**config.mk**
```make
export PLATFORM = sky130hd
export DESIGN_NAME = csr_counter_unit
export DESIGN_NICKNAME = d
export VERILOG_FILES = /design/src/rtl/csr_counter_unit.sv
export SDC_FILE = /design/constraint.sdc
export NUM_CORES = 1
export LEC_CHECK = 0
export ABC_AREA = 1
export CORE_MARGIN = 2
export CORE_UTILIZATION = 30
export DETAILED_ROUTE_END_ITERATION = 12
export PLACE_DENSITY = 0.55
export SETUP_SLACK_MARGIN = 0.15
export SLEW_MARGIN = 20
export SYNTH_ARGS = -nofsm -noshare
export SYNTH_HDL_FRONTEND = slang
export SYNTH_SLANG_ARGS = --single-unit
```
**constraint.sdc**
```tcl
create_clock -name clk -period 10.5 [get_ports clk]
set_clock_uncertainty 0.1 [all_clocks]
set_input_delay 1.05 -clock clk [delete_from_list [all_inputs] [get_ports clk]]
set_output_delay 1.05 -clock clk [all_outputs]
set_load 0.05 [all_outputs]
```
**src/rtl/csr_counter_unit.sv**
```systemverilog
// Zicsr/Zicntr counter block: 64-bit mcycle/minstret with CSR read-modify-write access.
// Optional macro CSR_TIME_EN adds a prescaled 64-bit time counter behind 0xC01/0xC81.
module csr_counter_unit #(
  parameter int TIME_DIV = 1
) (
  input  logic        clk,
  input  logic        reset,
  input  logic        icycle_inc,
  input  logic        csr_en,
  input  logic [2:0]  funct3,
  input  logic [11:0] csr_addr,
  input  logic [4:0]  rs1_idx,
  input  logic [31:0] rs1_data,
  output logic [31:0] csr_rdata,
  output logic        csr_illegal
);

  logic [63:0] mcycle_q, mcycle_d;
  logic [63:0] minstret_q, minstret_d;
  logic [63:0] time_rd;

`ifdef CSR_TIME_EN
  logic [31:0] presc_q, presc_d;
  logic [63:0] tmr_q, tmr_d;

  always_comb begin
    presc_d = presc_q + 32'd1;
    tmr_d   = tmr_q;
    if (presc_q == 32'(TIME_DIV - 1)) begin
      presc_d = 32'd0;
      tmr_d   = tmr_q + 64'd1;
    end
  end

  always_ff @(posedge clk or posedge reset) begin
    if (reset) begin
      presc_q <= 32'd0;
      tmr_q   <= 64'd0;
    end else begin
      presc_q <= presc_d;
      tmr_q   <= tmr_d;
    end
  end

  assign time_rd = tmr_q;
`else
  assign time_rd = mcycle_q;
`endif

  logic [31:0] rdata_raw;
  logic        mapped;
  logic        op_valid, op_rw, wants_write, read_only;
  logic        illegal_raw, we;
  logic [31:0] src, wdata;

  always_comb begin
    rdata_raw = 32'd0;
    mapped    = 1'b1;
    case (csr_addr)
      12'hC00, 12'hB00: rdata_raw = mcycle_q[31:0];
      12'hC80, 12'hB80: rdata_raw = mcycle_q[63:32];
      12'hC02, 12'hB02: rdata_raw = minstret_q[31:0];
      12'hC82, 12'hB82: rdata_raw = minstret_q[63:32];
      12'hC01:          rdata_raw = time_rd[31:0];
      12'hC81:          rdata_raw = time_rd[63:32];
      default:          mapped    = 1'b0;
    endcase
  end

  // Set/clear forms with rs1_idx == 0 are pure reads, so they may target read-only CSRs.
  assign op_valid    = (funct3[1:0] != 2'b00);
  assign op_rw       = (funct3[1:0] == 2'b01);
  assign wants_write = op_rw | (rs1_idx != 5'd0);
  assign read_only   = (csr_addr[11:10] == 2'b11);
  assign illegal_raw = csr_en & (~mapped | ~op_valid | (wants_write & read_only));
  assign we          = csr_en & ~illegal_raw & wants_write;

  assign src = funct3[2] ? {27'd0, rs1_idx} : rs1_data;

  always_comb begin
    case (funct3[1:0])
      2'b10:   wdata = rdata_raw | src;
      2'b11:   wdata = rdata_raw & ~src;
      default: wdata = src;
    endcase
  end

  assign csr_rdata   = reset ? 32'd0 : rdata_raw;
  assign csr_illegal = ~reset & illegal_raw;

  // A write to either half suppresses that counter's increment for the edge.
  always_comb begin
    mcycle_d   = mcycle_q + 64'd1;
    minstret_d = minstret_q + {63'd0, icycle_inc};
    if (we) begin
      case (csr_addr)
        12'hB00: mcycle_d   = {mcycle_q[63:32], wdata};
        12'hB80: mcycle_d   = {wdata, mcycle_q[31:0]};
        12'hB02: minstret_d = {minstret_q[63:32], wdata};
        12'hB82: minstret_d = {wdata, minstret_q[31:0]};
        default: ;
      endcase
    end
  end

  always_ff @(posedge clk or posedge reset) begin
    if (reset) begin
      mcycle_q   <= 64'd0;
      minstret_q <= 64'd0;
    end else begin
      mcycle_q   <= mcycle_d;
      minstret_q <= minstret_d;
    end
  end

endmodule
```
# After elaboration in Yosys (flattened, before gate mapping)
# Index checks and enable logic that the tools add are counted.
# word_totals
reg_bits	128
# classes
n_addsub	2
eq_ne	18
n_mux	9
bitwise_logic	15
n_reduce_logical	7
# op_table
cell	n
64-bit one-hot mux with 2 select lines	2
64-bit 2-to-1 mux	2
32-bit one-hot mux with 4 select lines	1
12-bit == test (second input constant)	10
64-bit by 1-bit adder with 64-bit output	1
64-bit by 1-bit adder with 64-bit output (second input constant)	1
32-bit 2-to-1 mux	2
32-bit one-hot mux with 2 select lines	1
32-bit AND	1
32-bit NOT	1
32-bit OR	1
10-bit OR reduction	1
2-bit inequality test (second input constant)	4
2-bit == test (second input constant)	3
3-bit OR reduction	2
1-bit AND	5
5-bit nonzero test	1
1-bit NOT	4
2-bit OR reduction	2
1-bit OR	3
2-bit by 1-bit == test with 1-bit output (second input constant)	1
2-bit nonzero test	1
1-bit 2-to-1 mux	1

# Longest topological paths before layout
# logic_depth
word_depth	11
depth_mapped	17
mapped_depth_nobuf	15

# Worst setup path after synthesis
# OpenSTA, ideal clock, no wires.
# synth_path
path_kind	input -> output
from	input reset
to	output csr_rdata[22]
t_arrival_ps	5677
required_ps	9350
path_slack_ps	3673
path_stages	4
path_buffers	1
cell_sequence	inv_1 -> buf_1 -> nand2_1 -> inv_1
# synth_between
elab_chain_len	1
# synth_lines
element	line_no	source
start, declared	7	input logic reset,
32-bit 2-to-1 mux	88	assign csr_rdata = reset ? 32'd0 : rdata_raw;
end, declared	14	output logic [31:0] csr_rdata,
# Every way passes these cells.

# Final worst setup path
# layout_path
from	input csr_addr[9]
to	output csr_rdata[19]
# layout_between
elab_chain_len	4
# layout_lines
element	line_no	source
start, declared	11	input logic [11:0] csr_addr,
12-bit == test	59	case (csr_addr)
3-bit OR reduction (no line) / 2-bit OR reduction (equally long branches)	-	
32-bit one-hot mux with 4 select lines (*)	59	
32-bit 2-to-1 mux (*)	88	
# Mark *: on every way between the ends. The rest lies on a longest branch, timed or not.

==> impl_metrics.yaml <==
yosys:
  ys_warn_count: 0
  avgSynthCellArea_sq_um: 5.620
  post-synth-top-area-cell: "dfrtp_1"
  async_flop_share_pct: 100.0
  synth_nets: 2367
  synth_top_area_share_pct: 24.69
  synthFlopType: "dfrtp_1"
  synth_top_family_by_area: "simple AND/OR/NAND/NOR gates"
  synth_mux_area_share_pct: 0.4341
  synthAdderAreaFrac_pct: 0.2894
  synth_edf_count: 0
  syn-cell-area_sq_um: 12970
  synth_compound_area_share_pct: 7.890
  synth_xor_area_share_pct: 2.161
  yosysSeqAreaShare_pct: 24.69
  synth_top_cells_by_area: "dfrtp_1 (25%), nand2_1 (21%), nand3_1 (12%)"
  synth-simple-area-share_pct: 52.67
  synth-seq-cells: 128
  synthDistinctLibCells: 46
  synthCells: 2308
power:
  power_mw: 1.293
  peakVddDrop_mv: 0.06352
  p_leak_nw: 7.119
  power_density_nw_per_um2: 87.20
global_route:
  grt_usage_pct: 28.19
  grt_first_pass_wirelength_um: 94170
  antenna_found_initial: 1
  grt_pass1_vias: 14600
  grt_overflow: 0
  grt_max_degree: 90
floorplan:
  core_area_sq_um: 42890
  fp.dieArea_sq_um: 44920
  ioPinCount: 89
  die_h_um: 211.9
  die_x_um: 211.9
  initial_utilization_pct: 30.25
  fp-row-count: 76
place:
  port_buffers: 88
  dpl-instance-area_sq_um: 14280
  hpwl_um: 48250
  place.gp.congestion: 0.9630
  dp.cells: 2908
cells_and_area:
  layout-drive-gt1-share_pct: 3.864
  n_antenna_cell: 0
  fill_cells: 4870
  nets: 2401
  mostFrequentLayoutCell: "nand2_1"
  synthToLayoutAreaGrowth_pct: 14.36
  final_cell_mix: "nand2_1 (739), nand3_1 (309), nor2_1 (306)"
  fin_cells: 2940
  design_area_sq_um: 14830
clock_network:
  hold_buffers: 0
  htreeDepth: 4
  cts.sinks: 128
  cts_buffer_depth: 2
  cts_tree: "yes"
  cts_resized: 0
  cts-root-buf: "clkbuf_16"
  cts.clk_slew.worst_paths_ns: 0.06
  cts_setup_buffers: 0
  cts_buffers: 17
  clock_latency_ns: 0.47
route:
  vias_per_cell: 5.374
  wl_um: 62140
  drc: 0
  drtPass1Iterations: 6
  drt_iter0_drc: 1799
  num_vias: 15800
  antenna_left: 0
  wl_per_cell_um: 21.13
timing:
  fmax_ghz: 0.1619
  relSlewSlack_pct: 24.57
  timing.hold.ws_ns: 0.4186
  rsz0062_at_grt: "no"
  slew_viol_final: 0
  fin_crit_ns: 6.178
  worst_slew_pin_slew_ns: 1.121
  setup_tns_ns: 0
  hold_viol_final: 0
  setup_violations: 0
  period_share_pct: 58.84
hold_path:
  hold_class: "flop to flop"
setup_path:
  worstPathArrival_ns: 5.03
  worstSetupPathType: "input port to output port"
  path_max_fanout: 46
  end_kind: "output port"
  start_kind: "input port"
  worstPathRequired_ns: 9.35
job:
  max_cap_violations: 0
outcome:
  outcome: "finished clean"
==> through the flow <==
stage | setup slack, ns | util [%]
finish | 4.322 | 34.59
global route | 4.033 | 34.59
CTS | 4.391 | 34.59
detailed placement | 4.398 | 33.30
global placement | 4.384 | 33.30
floorplan | 3.673 | -
==> state kept, by name (all words and copies together) (netlist names) <==
signal      cells
minstret_q     64
mcycle_q       64
==> metal layers <==
layer	wire length (um)	track usage [%]	vias up	part of all wire, %
met1	27790	39.43	7513	45
met4	1820	8.135	2	2.9
li1	-	-	7497	-
met3	4353	4.258	96	7.0
met2	28160	44.79	691	45
met5	13	0	-	0.021
==> synthesized netlist by cell type, types with 8 or more instances <==
library cell,n
o21ai_0,76
buf_1,12
inv_1,292
nor3_1,66
clkbuf_1,29
nor2_1,306
o22ai_1,15
nand3_1,309
nand4_1,82
xor2_1,24
buf_2,36
nor2_2,14
nand2_1,739
dfrtp_1,128
a21oi_1,65
xnor2_1,8
nor3b_1,8
o21ai_1,28
==> area by class of cell <==
class	count	area, sq um	share of cell area (%)
inverter	296	1116	7.524
sequential	128	3203	21.59
tap	585	732.0	4.934
clock inverter	6	55.05	0.3711
multi-input combinational	1797	8243	55.57
timing repair buffer	102	985.9	6.646
clock buffer	26	499.2	3.365
==> path summary, 6_finish.rpt <==
check | cells after the start | slack, ns | start | endpoint
max in group asynchronous | 4 | 7.39 | reset | minstret_q[52]
hold / removal | 2 | 0.42 | minstret_q[63] | minstret_q[63]
min in group asynchronous | 2 | 0.91 | reset | mcycle_q[3]
hold reg to reg | 2 | 0.42 | minstret_q[63] | minstret_q[63]
setup / recovery | 12 | 4.32 | csr_addr[9] | csr_rdata[19]
setup reg to reg | 12 | 7.09 | mcycle_q[0] | mcycle_q[34]
==> power breakdown <==
group | total [mW] | internal, mW | switching, mW
Sequential | 0.544 | 0.510 | 0.0342
Clock | 0.596 | 0.349 | 0.248
Combinational | 0.153 | 0.0560 | 0.0973
Total | 1.29 | 0.914 | 0.379
==> critical path: stages <==
cell and delay, ns:
clkdlybuf4s50_1 0.52, nand2_1 0.07, nor2_1 0.57, nand2_1 0.18
nand2_1 0.11, buf_4 0.46, and2_1 0.78, nand2_1 0.14
nand4_1 0.13, nand2_1 0.10, inv_1 0.10, clkdlybuf4s50_1 0.80
==> cell families (layout without fill, tap and decap cells) <==
logic type               after synthesis  count (layout)
AND/OR/NAND/NOR                     1562            1562
buffers and inverters                383             430
AO/OA/AOI/OAI                        195             195
flip-flops                           128             128
XOR/XNOR                              32              32
multiplexers                           5               5
adder cells (fa/ha/maj)                3               3
No activity file was read; power rests on OpenSTA's default activity.
